## config.mk

```make
export PLATFORM = sky130hd
export DESIGN_NAME = serial_rx_slave
export DESIGN_NICKNAME = d
export VERILOG_FILES = /design/src/rtl/drsstc_link_pkg.sv /design/src/rtl/sync_2ff.sv /design/src/rtl/serial_rx_slave.sv
export SDC_FILE = /design/constraint.sdc
export NUM_CORES = 1
export LEC_CHECK = 0
export ABC_AREA = 1
export CAP_MARGIN = 40
export CORE_ASPECT_RATIO = 0.5
export CORE_MARGIN = 2
export CORE_UTILIZATION = 49
export DETAILED_ROUTE_END_ITERATION = 8
export GPL_TIMING_DRIVEN = 0
export PLACE_DENSITY_LB_ADDON = 0.12
export SYNTH_ARGS = -nofsm -noshare
export SYNTH_HDL_FRONTEND = slang
export SYNTH_HIERARCHICAL = 1
export SYNTH_SLANG_ARGS = --single-unit
```

## constraint.sdc

```tcl
create_clock -name CLK_40M -period 2.1 [get_ports CLK_40M]
set_input_delay 0.42 -clock CLK_40M [delete_from_list [all_inputs] [get_ports CLK_40M]]
set_output_delay 0.42 -clock CLK_40M [all_outputs]
set_load 0.005 [all_outputs]
```

## src/rtl/drsstc_link_pkg.sv

```systemverilog
// rtl/drsstc_link_pkg.sv - frame layout, field indices and rx FSM encoding for the SFP/LVDS link
package drsstc_link_pkg;

  localparam int FRAME_W = 11;
  localparam logic [1:0] SYNC_TAG = 2'b10;

  localparam int PLS_BIT = 0;
  localparam int MST_BIT = 1;
  localparam int PRO_BIT = 2;
  localparam int OPT_LSB = 3;
  localparam int OPT_MSB = 5;

  typedef enum logic [2:0] {
    ST_IDLE   = 3'd0,
    ST_START  = 3'd1,
    ST_DATA   = 3'd2,
    ST_PARITY = 3'd3,
    ST_STOP   = 3'd4
  } rx_state_t;

  function automatic logic maj3(input logic a, input logic b, input logic c);
    return (a & b) | (a & c) | (b & c);
  endfunction

endpackage

```

## src/rtl/sync_2ff.sv

```systemverilog
// rtl/sync_2ff.sv - two-flop synchroniser for one asynchronous input
module sync_2ff #(
  parameter logic RESET_VAL = 1'b0
) (
  input  logic CLK_40M,
  input  logic w_rst_n,
  input  logic d,
  output logic q
);

  logic meta;

  always_ff @(posedge CLK_40M or negedge w_rst_n) begin
    if (!w_rst_n) begin
      meta <= RESET_VAL;
      q    <= RESET_VAL;
    end else begin
      meta <= d;
      q    <= meta;
    end
  end

endmodule

```

## src/rtl/serial_rx_slave.sv

```systemverilog
// rtl/serial_rx_slave.sv - slave-side frame receiver: deserialise, validate, lock and fail-safe pulse output
module serial_rx_slave
  import drsstc_link_pkg::*;
#(
  parameter int CLKS_PER_BIT = 8,
  parameter int TIMEOUT_CYC  = 400,
  parameter int LOCK_FRAMES  = 4,
  parameter int LED_STRETCH  = 2000000
) (
  input  logic       CLK_40M,
  input  logic       w_rst_n,
  input  logic       i_serial_data,
  input  logic       i_sfp_loss_sig,
  output logic       o_pls,
  output logic       o_is_master,
  output logic       o_is_pro,
  output logic [2:0] o_option,
  output logic       o_link_up,
  output logic       o_frame_valid,
  output logic       o_frame_err,
  output logic [7:0] o_err_cnt,
  output logic       o_rcv_en_n,
  output logic [1:0] o_rx_led
);

  localparam int C  = CLKS_PER_BIT / 2;
  localparam int TW = $clog2(CLKS_PER_BIT);
  localparam int WW = $clog2(TIMEOUT_CYC + 1);
  localparam int LW = $clog2(LOCK_FRAMES + 1);
  localparam int SW = $clog2(LED_STRETCH + 1);

  logic            s_data, s_los, d_prev;
  rx_state_t       state, state_nxt;
  logic [TW-1:0]   timer;
  logic [2:0]      bit_idx;
  logic [7:0]      shreg;
  logic            par_bit;
  logic [1:0]      samp;
  logic            bit_end, at_c1, maj, frame_done, frame_ok, done_q, ok_q;
  logic [WW-1:0]   wd_cnt;
  logic [LW-1:0]   lock_cnt;
  logic [SW-1:0]   led_cnt;
  logic            pls_reg, link_up, pls_q;

  // Idle-high line: reset the data synchroniser high so release is not seen as a start edge
  sync_2ff #(.RESET_VAL(1'b1)) u_sync_data (
    .CLK_40M(CLK_40M), .w_rst_n(w_rst_n), .d(i_serial_data), .q(s_data)
  );
  sync_2ff #(.RESET_VAL(1'b1)) u_sync_los (
    .CLK_40M(CLK_40M), .w_rst_n(w_rst_n), .d(i_sfp_loss_sig), .q(s_los)
  );

  assign bit_end  = (timer == TW'(CLKS_PER_BIT - 1));
  assign at_c1    = (timer == TW'(C + 1));
  assign maj      = maj3(samp[1], samp[0], s_data);
  assign frame_ok = maj && !(^shreg ^ par_bit) && (shreg[7:6] == SYNC_TAG);

  always_ff @(posedge CLK_40M or negedge w_rst_n) begin
    if (!w_rst_n) state <= ST_IDLE;
    else          state <= state_nxt;
  end

  always_comb begin
    state_nxt  = state;
    frame_done = 1'b0;
    if (s_los) begin
      state_nxt = ST_IDLE;
    end else begin
      case (state)
        ST_IDLE:   if (d_prev && !s_data) state_nxt = ST_START;
        ST_START:  if (at_c1 && maj) state_nxt = ST_IDLE;
                   else if (bit_end) state_nxt = ST_DATA;
        ST_DATA:   if (bit_end && bit_idx == 3'd7) state_nxt = ST_PARITY;
        ST_PARITY: if (bit_end) state_nxt = ST_STOP;
        ST_STOP:   if (at_c1) begin
                     state_nxt  = ST_IDLE;
                     frame_done = 1'b1;
                   end
        default:   state_nxt = ST_IDLE;
      endcase
    end
  end

  // The edge cycle itself is bit time 0, so START begins at timer = 1
  always_ff @(posedge CLK_40M or negedge w_rst_n) begin
    if (!w_rst_n) begin
      d_prev  <= 1'b1;
      timer   <= '0;
      bit_idx <= '0;
      shreg   <= '0;
      par_bit <= 1'b0;
      samp    <= '0;
      done_q  <= 1'b0;
      ok_q    <= 1'b0;
    end else begin
      d_prev <= s_data;
      done_q <= frame_done;
      ok_q   <= frame_ok;
      if (state == ST_IDLE)  timer <= TW'(1);
      else if (bit_end)      timer <= '0;
      else                   timer <= timer + TW'(1);
      if (timer == TW'(C - 1)) samp[1] <= s_data;
      if (timer == TW'(C))     samp[0] <= s_data;
      if (state == ST_START) bit_idx <= '0;
      if (state == ST_DATA) begin
        if (at_c1)   shreg   <= {maj, shreg[7:1]};
        if (bit_end) bit_idx <= bit_idx + 3'd1;
      end
      if (state == ST_PARITY && at_c1) par_bit <= maj;
    end
  end

  // Priority: LOS, then frame accept, then watchdog timeout
  always_ff @(posedge CLK_40M or negedge w_rst_n) begin
    if (!w_rst_n) begin
      o_rcv_en_n    <= 1'b1;
      o_frame_valid <= 1'b0;
      o_frame_err   <= 1'b0;
      o_err_cnt     <= '0;
      o_is_master   <= 1'b0;
      o_is_pro      <= 1'b0;
      o_option      <= '0;
      pls_reg       <= 1'b0;
      link_up       <= 1'b0;
      wd_cnt        <= '0;
      lock_cnt      <= '0;
    end else begin
      o_rcv_en_n    <= 1'b0;
      o_frame_valid <= 1'b0;
      o_frame_err   <= 1'b0;
      if (wd_cnt != WW'(TIMEOUT_CYC)) wd_cnt <= wd_cnt + WW'(1);
      if (s_los) begin
        pls_reg  <= 1'b0;
        link_up  <= 1'b0;
        lock_cnt <= '0;
        wd_cnt   <= WW'(TIMEOUT_CYC);
      end else if (done_q && ok_q) begin
        o_frame_valid <= 1'b1;
        pls_reg       <= shreg[PLS_BIT];
        o_is_master   <= shreg[MST_BIT];
        o_is_pro      <= shreg[PRO_BIT];
        o_option      <= shreg[OPT_MSB:OPT_LSB];
        wd_cnt        <= '0;
        if (lock_cnt != LW'(LOCK_FRAMES)) lock_cnt <= lock_cnt + LW'(1);
        if (lock_cnt >= LW'(LOCK_FRAMES - 1)) link_up <= 1'b1;
      end else begin
        if (done_q) begin
          o_frame_err <= 1'b1;
          lock_cnt    <= '0;
          if (o_err_cnt != 8'hFF) o_err_cnt <= o_err_cnt + 8'd1;
        end
        if (wd_cnt == WW'(TIMEOUT_CYC - 1)) begin
          link_up  <= 1'b0;
          pls_reg  <= 1'b0;
          lock_cnt <= '0;
        end
      end
    end
  end

  always_ff @(posedge CLK_40M or negedge w_rst_n) begin
    if (!w_rst_n) begin
      pls_q   <= 1'b0;
      led_cnt <= '0;
    end else begin
      pls_q <= o_pls;
      if (o_pls && !pls_q)       led_cnt <= SW'(LED_STRETCH);
      else if (led_cnt != '0)    led_cnt <= led_cnt - SW'(1);
    end
  end

  assign o_pls     = pls_reg & link_up;
  assign o_link_up = link_up;
  assign o_rx_led  = {(led_cnt != '0), link_up};

endmodule

```

==> summary.txt <==
Pwr
  – Max VDD drop: about 0.48 mV
  – PD cells: 780.7 nW/um^2
  – Final Power: 3902 uW
  – Leak pwr: 0.002724 uW

Timing
  – Crit share post-route: a little over nine tenths
  – Hold_ws: roughly 0.36 ns
  – Skew final: 0.002611 ns
  – Final min period: 2.003 ns
  – Finish-stage setup viols: 0
  – Pins over their slew limit: 0
  – Final hold viol count: 0
  – Fmax: 0.4993 GHz
  – RSZ-0062 raised after global routing: no

Clock network
  – CTS tree: built
  – Worst skew pair latency: 0.33 ns
  – CTS H-tree depth: 3
  – CTS Root Cell: clkbuf_16
  – TritonCTS buffer count: 9
  – Worst-path clk slew: 0.06 ns
  – Clock Tree Buf Depth: 2
  – Num Clock Sinks: 79

Place
  – PortBufs: 23
  – RePlAce Congestion: 0.8273
  – Cell count after placement: 672
  – Placed inst area: 4644 sq um
  – HPWL after DPL: 5761 um

Synthesis
  – Ys flop type: dfrtp_1
  – Distinct cell type count after synthesis: 37
  – Post-synthesis sequential area ratio: a little under half
  – Mapped Nets: 556
  – Synth warn: 6
  – Post-synthesis average cell area: 7.927 sq um
  – EDFF count, synth: 0
  – Syn Std Cell Area: approximately 4200 sq um
  – Synthesized flop and latch total: between 70 and 80
  – Synth async-reset ratio: between 90% and 100%
  – Gate Count Post-Synth: 536

Global routing
  – Global-route wire length before repair: 14920 um
  – Number of global-route vias before repair: about 3400
  – All-Layer GR Usage: 19.60%
  – Largest net degree at the start of global routing: 66
  – Global route total overflow: 0
  – Antenna violations before repair: 0

Die
  – Chip Width: 135.7 um
  – Core region area: slightly above 8000 sq um
  – Num rows: 23
  – Initial core utilization: about half
  – DIE HEIGHT: approximately 70 um
  – Die footprint: 9478 sq um
  – Io pins: 24

Cells and area
  – Antenna cells: 0
  – Most frequent cells in the layout: nand2_1, dfrtp_1, inv_1, nor2_1, nand3_1
  – Commonest non-fill, non-tap cell in the layout: nand2_1
  – Synth-to-layout area growth: 17.64%
  – Layout cell share with drive strength beyond 1: 12.22%
  – Final Cell Area: approximately 5000 sq um
  – Max reg flops: 21
  – Layout Nets: 596
  – Top Registers: led_cnt (21), wd_cnt (9)
  – Non-Filler Instances: between 600 and 700
  – Biggest register: led_cnt

Drt
  – DRT antenna net count: 0
  – DRC viols: 0
  – Vias per inst: 4.870
  – Initial drt markers: about 170
  – DRT Pass-1 Iters: 4
  – DRT Wirelength: 8184 um
  – WL/cell: 11.81 um
  – Vias post-DR: 3375

Job
  – MaxCap Viol Count: 0

Setup path
  – Required time worst endpoint: 1.68 ns
  – Setup CP Type: reg -> out
  – Largest fanout on the critical path: 3
  – Crit path cell chain: inv_2, ha_2, nand3_1, nor3_1, nand2_1, dlygate4sd2_1
  – WP data arrival: ~1.6 ns
  – Max stage delay on crit path: 0.39 ns
  – CP bufs+invs: 2
  – Critical Path Sink Type: output port
  – Critical path's slowest cell: dfrtp_1
  – Setup crit start kind: flip-flop
  – CP delay by family, top: flip-flops

Run status
  – Status: finished, final reports clean

Min path
  – HP Class: reg -> reg
-- report_power, final --
group | switching (uW) | internal (uW) | total [uW]
clock network | 590 | 989 | 1580
registers | 90.9 | 1640 | 1740
logic | 371 | 217 | 588
total | 1050 | 2850 | 3900
-- per-stage QoR --
stage,worst slack [ns],utilization [%],setup TNS [ns]
CTS,0.07567,60.95,0
floorplan,0.7060,-,0
finish,0.09706,60.95,0
detailed placement,0.2298,56.63,0
global route,0.004759,60.95,0
global placement,-2.286,56.32,-174.25
-- cells in the mapped netlist (2+ instances only) --
cell,count,share of area (%)
xor2_1,4,0.82
buf_2,3,0.35
o21ai_1,2,0.24
nor2_1,55,4.9
nand2_2,6,0.88
xnor2_1,5,1.0
buf_4,2,0.35
nand3_1,44,5.2
inv_1,69,6.1
nor3_1,6,0.71
nor3_2,2,0.47
buf_6,3,0.79
dfrtp_1,73,43
o21ai_0,25,2.9
or2_2,4,0.59
nor2_2,9,1.3
dfstp_2,6,3.7
or2_1,2,0.29
nand4_1,10,1.5
inv_2,2,0.18
nor2_4,3,0.79
nand2_1,149,13
o21ai_2,2,0.41
a21oi_1,17,2.0
ha_1,16,4.7
nand3b_1,6,1.1
-- repair_timing --
item | in CTS | in global routing
setup endpoints to repair | 1 | 0
hold endpoints to repair | 14 | 0
hold buffers | 1 | 0
setup buffers | 4 | 0
gates resized for setup | 6 | 0
-- area by class of cell --
type | count | area, sq um
Multi-Input combinational cell | 377 | 1938
Buffer | 8 | 63.81
Clock inverter | 2 | 38.79
Inverter | 72 | 275.3
Clock buffer | 14 | 264.0
Fill cell | 722 | 3203
Sequential cell | 79 | 1984
Tap cell | 112 | 140.1
Timing Repair Buffer | 29 | 294.0
-- routing by layer --
layer | track usage, % | vias up | part of all wire (%) | routed length [um]
met3 | 5.775 | 10 | 3.2 | 261
met5 | 0 | - | 0 | 0
met2 | 33.28 | 43 | 48 | 3892
met4 | 5.208 | 0 | 1.0 | 85
li1 | - | 1780 | - | -
met1 | 24.50 | 1542 | 48 | 3944
-- worst paths after layout --
check / slack [ns] / startpoint / cells after the start / end
setup / recovery: 0.1 / led_cnt[1]$_DFFE_PN0P_ / 6 / o_rx_led[1]
hold / removal: 0.36 / u_sync_data/meta$_DFF_PN1_ / 0 / u_sync_data/q$_DFF_PN1_
setup reg to reg: 0.42 / led_cnt[0]$_DFFE_PN0P_ / 8 / led_cnt[20]$_DFFE_PN0P_
hold reg to reg: 0.36 / u_sync_data/meta$_DFF_PN1_ / 0 / u_sync_data/q$_DFF_PN1_
max in group asynchronous: 0.97 / w_rst_n / 3 / d_prev$_DFF_PN1_
min in group asynchronous: 0.50 / w_rst_n / 2 / led_cnt[14]$_DFFE_PN0P_
-- kinds of logic (layout without fill, tap and decap cells) --
group	after synthesis	in the layout	share of synthesized area, %
simple gates	299	299	31.86
buf+inv	80	125	7.980
flops	79	79	46.70
compound gates	51	51	6.420
fa+ha+maj	16	16	4.711
xor+xnor	10	10	2.238
other cells	1	1	0.08825
No activity file was read; power rests on OpenSTA's default activity.
==> variant 1, RTL diff (same flow settings) <==
The 5 states of `rx_state_t` get a Gray code encoding in 3 bits.
--- a/src/rtl/drsstc_link_pkg.sv
+++ b/src/rtl/drsstc_link_pkg.sv
@@ -11,11 +11,11 @@
   localparam int OPT_MSB = 5;
 
   typedef enum logic [2:0] {
-    ST_IDLE   = 3'd0,
-    ST_START  = 3'd1,
-    ST_DATA   = 3'd2,
-    ST_PARITY = 3'd3,
-    ST_STOP   = 3'd4
+    ST_IDLE   = 3'b000,
+    ST_START  = 3'b001,
+    ST_DATA   = 3'b011,
+    ST_PARITY = 3'b010,
+    ST_STOP   = 3'b110
   } rx_state_t;
 
   function automatic logic maj3(input logic a, input logic b, input logic c);
Formal check against the unedited RTL: same outputs for any inputs over 10 cycles, from zero or initial values and one cycle with w_rst_n low; not proved beyond that.
==> variant 1 against the unedited design <==
  * Area after synthesis rose by 0.29%
  * Worst setup slack better by 0.024 ns
  * Final area up 0.95%
  * Sequential cell count unchanged
  * Wire length decreased by 1.2%
  * Die area is 0.28% higher
  * Cell count fell by 0.29%
  * Power grew 1.9%
  * Highest routed layer unchanged
==> variant 1: results (changes against the unedited design) <==
stage;metric;value;unit;change
yosys;synth_top_cells_by_area;dfrtp_1 (43%), nand2_1 (11%), inv_1 (5.6%), nand3_1 (5.5%), nor2_1 (5.1%);;
yosys;synthTopCellsByCount;nand2_1 (130), dfrtp_1 (73), inv_1 (64);;
global_route;use_met1;25.00;%;+0.50 points
drt;wl_met2;3.748;mm;-3.7%
finish;nMultiInputCombCells;372;;-1.3%
global_route;use_met3;5.229;%;-0.55 points
worst_setup_path;rr_startpoint;led_cnt[0];;
global_route;grt_usage;19.01;%;-0.59 points
finish;clk_share;6.000;%;-0.057 points
finish;final.fill_count;724;;+0.28%
worst_setup_path;ff2ff_path_depth;8;;unchanged
drt;detail_route.wl_per_cell;11.70;um;-0.96%
power;ir_worst_vdd;0.4876;mV;+0.61%
finish;nonClkBufAreaFrac;7.711;%;+0.55 points
drt;wl_met1;3.993;mm;+1.2%
yosys;synth_cells;530;;-1.1%
global_route;grt_pass1_wl;14.43;mm;-3.3%
worst_hold_path;min_from;u_sync_los/meta;;
sta;fin_ws;0.1215;ns;+0.02446 ns
yosys;syn_nets;550;;-1.1%
finish;buffers_excl_clock;42;;+14%
finish;multi_input_area;1963;um^2;+1.3%
status;status;complete, no violations;;
placement;dpl_cell_area;4657;um^2;+0.27%
yosys;ys_types;40;;+8.1%
placement;dp_slack;0.2166;ns;-0.01328 ns
finish;drive_above_1_share;14.85;%;+2.6 points
yosys;seq_area_frac_synth;46.56;%;-0.14 points
finish;multi_input_area_share;38.90;%;+0.13 points
finish;nNetsFinal;594;;-0.34%
placement;port_buffers;23;;unchanged
worst_setup_path;startpoint;led_cnt[1];;
worst_hold_path;hold_end;u_sync_los/q;;
sta;holdWs;0.3543;ns;-0.003707 ns
power;total_leakage_power;2.728;nW;+0.15%
clock_network;clk_path_buf_depth;2;;unchanged
clock_network;cts_sinks;79;;unchanged
global_route;grt_max_degree;67;;+1.5%
sta;clock_skew;0.004218;ns;+0.001607 ns
yosys;ys.warnings.count;6;;unchanged
placement;post-dp-hpwl;5.736;mm;-0.44%
drt;totalWireLength;8.082;mm;-1.2%
placement;dpl.cell_count;666;;-0.89%
placement;gp_congestion;0.8237;;-0.44%
sta;setup_viol;0;;unchanged
global_route;grt_pass1_vias;3177;;-6.3%
drt;num_vias;3371;;-0.12%
global_route;gr-usage-met2;31.20;%;-2.1 points
drt;met3_length;262;um;+0.38%
yosys;async_reset_ff_share;100.0;%;unchanged
worst_setup_path;crit_arrival;1.56;ns;-0.02 ns
die;die_area;9504;um^2;+0.28%
drt;drt-initial-drc-count;187;;+11%
worst_setup_path;rrSetupSlack;0.45;ns;+0.03 ns
finish;n_all_inverters;70;;-2.8%
## variant 1: cell types whose count changed after synthesis, moves of 3 or more
cell / delta
o21ai_0: -10
nor2_1: +3
o21ai_1: +3
inv_1: -5
nand2_1: -19
nor2_2: +3
a21oi_1: +4
nand3_1: +3
## variant 1: cell families after synthesis
| family | Yosys count | share of synthesized area (%) |
|---|---|---|
| and+or+nand+nor | 292 | 31.59 |
| other | 1 | 0.08800 |
| adders and majority gates | 16 | 4.698 |
| buffers and inverters | 79 | 7.780 |
| DFF | 79 | 46.56 |
| xor gates and xnor gates | 10 | 2.231 |
| AOI/OAI and AO/OA | 53 | 7.046 |
## variant 1: timing repair
item,in CTS,in global routing
hold buffers,1,0
endpoints found under the setup margin,1,0
gates resized for setup,7,0
setup buffers,8,0
endpoints found under the hold margin,13,0
## variant 1: power by group
part           switching [mW]  internal [mW]
combinational           0.415          0.240
sequential             0.0850           1.64
clock                   0.602          0.989
==> variant 2, RTL diff (same settings) <==
Made on the original files. `RESET_VAL` is set to 1'b1 in 2 places; all go to 1'b0.
--- a/src/rtl/serial_rx_slave.sv
+++ b/src/rtl/serial_rx_slave.sv
@@ -43,10 +43,10 @@
   logic            pls_reg, link_up, pls_q;
 
   // Idle-high line: reset the data synchroniser high so release is not seen as a start edge
-  sync_2ff #(.RESET_VAL(1'b1)) u_sync_data (
+  sync_2ff #(.RESET_VAL(1'b0)) u_sync_data (
     .CLK_40M(CLK_40M), .w_rst_n(w_rst_n), .d(i_serial_data), .q(s_data)
   );
-  sync_2ff #(.RESET_VAL(1'b1)) u_sync_los (
+  sync_2ff #(.RESET_VAL(1'b0)) u_sync_los (
     .CLK_40M(CLK_40M), .w_rst_n(w_rst_n), .d(i_sfp_loss_sig), .q(s_los)
   );
 
Formal check against the unedited RTL: same outputs for any inputs over 10 cycles, from zero or initial values and one cycle with w_rst_n low; that may be too few to reach the edited logic, so the function may still have changed.
==> variant 2 against the unedited design <==
  * Count of clock-buffer cells in the layout decreased by 1
  * Area after synthesis shrank 0.12%
  * Power is 3.1% higher
  * Final area is 0.60% higher
  * Sequential cell count stayed put
  * Critical path depth unchanged
  * Highest routed layer unchanged
  * Worst setup slack better by 0.068 ns
  * Register-to-register slack better by 0.03 ns
  * Maximum frequency grew 3.5%
  * Wire length decreased by 0.66%
  * Critical endpoint unchanged
==> variant 2: results (changes against the unedited design) <==
stage;metric;value;unit;change
status;status;complete, no violations;;
power;p_total;4.024;mW;+3.1%
drt;firstDrtPassIters;4;;unchanged
yosys;synth_top_area_cell;dfrtp_1;;
finish;buffers_excl_clock;38;;+2.7%
power;pg_clk;1.71;mW;+8%
power;p_switching;1.063;mW;+1.1%
placement;post-dp-hpwl;5.873;mm;+1.9%
global_route;grt_pass1_vias;3296;;-2.8%
placement;gp_congestion;0.8523;;+3.0%
finish;final.fill_count;745;;+3.2%
yosys;ys_types;37;;unchanged
yosys;synth_seq_cells;79;;unchanged
drt;wl_met2;3.886;mm;-0.15%
clock_network;cts_buffers;9;;unchanged
drt;drt-initial-drc-count;193;;+15%
drt;num_vias;3392;;+0.50%
finish;clk_share;6.469;%;+0.41 points
worst_setup_path;crit_arrival;1.51;ns;-0.07 ns
finish;multi_input_area;1943;um^2;+0.26%
finish;synthToLayoutAreaGrowth;18.48;%;
finish;nonClkBufAreaFrac;7.265;%;+0.11 points
yosys;syn_nets;556;;unchanged
clock_network;clk_path_buf_depth;2;;unchanged
yosys;synthTopCellsByCount;nand2_1 (149), dfrtp_1 (77), inv_1 (69);;
finish;reg.largest.list;led_cnt x21, wd_cnt x9;;
finish;clock_buffers;13;;-1
global_route;grt_usage;20.00;%;+0.39 points
sta;clock_skew;0.005140;ns;+0.002528 ns
yosys;synth_fa_ha_area_share;4.717;%;+0.0056 points
yosys;seq_area_frac_synth;46.64;%;-0.063 points
global_route;use_met3;7.602;%;+1.8 points
global_route;antenna_found_initial;0;;unchanged
finish;seq_area_share;39.36;%;-0.34 points
finish;nMultiInputCombCells;377;;unchanged
finish;drive_above_1_share;12.03;%;-0.19 points
clock_network;h-tree-depth;3;;unchanged
power;p_seq_share;43.1;%;-1.4 points
finish;nNetsFinal;597;;+0.17%
global_route;grt_pass1_wl;15.04;mm;+0.79%
drt;viasPerCell;4.888;;+0.36%
yosys;synth_top_cells_by_area;dfrtp_1 (45%), nand2_1 (13%), inv_1 (6.1%), nand3_1 (5.2%), nor2_1 (4.9%);;
worst_hold_path;hold_class;reg -> reg;;
worst_setup_path;crit_slowest_cell;dfrtp_1;;
finish;n_antenna_cell;0;;unchanged
global_route;use_met1;25.77;%;+1.3 points
yosys;synth-xor-area-share;2.241;%;+0.0026 points
global_route;gr-usage-met2;31.87;%;-1.4 points
yosys;synth_compound_area_share;6.427;%;+0.0076 points
power;ir_worst_vdd;0.5543;mV;+14%
worst_setup_path;crit_fanout;3;;unchanged
placement;dpl_cell_area;4639;um^2;-0.11%
drt;wl_met1;3.929;mm;-0.38%
sta;maxSlewViolCount;0;;unchanged
power;power_density;800.2;nW/um^2;+2.5%
drt;met3_length;241;um;-7.7%
finish;final_core_util;61.31;%;+0.37 points
drt;totalWireLength;8.130;mm;-0.66%
placement;dp_slack;0.2224;ns;-0.007458 ns
power;total_leakage_power;2.746;nW;+0.83%
## variant 2: changes by cell type in the layout (fill, tap and decap cells not counted), sizes merged
cell    change
dfrtp       +4
bufinv      +1
clkbuf      -1
dfstp       -4
buf         +1
## variant 2: path summary, 6_finish.rpt
kind                       slack (ns)  cells past startpoint            end              from
setup / recovery                 0.17                      6    o_rx_led[1]        led_cnt[1]
hold / removal                   0.35                      0  u_sync_data/q  u_sync_data/meta
setup reg to reg                 0.45                      8    led_cnt[20]        led_cnt[0]
hold reg to reg                  0.35                      0  u_sync_data/q  u_sync_data/meta
max in group asynchronous        0.98                      3         d_prev           w_rst_n
min in group asynchronous        0.49                      2     led_cnt[5]           w_rst_n
## variant 2: timing repair
action / CTS / global route
hold endpoints to repair: 14 / 0
hold buffers: 1 / 0
buffers inserted: 5 / 0
resized for setup: 7 / 0
setup endpoints to repair: 1 / 0
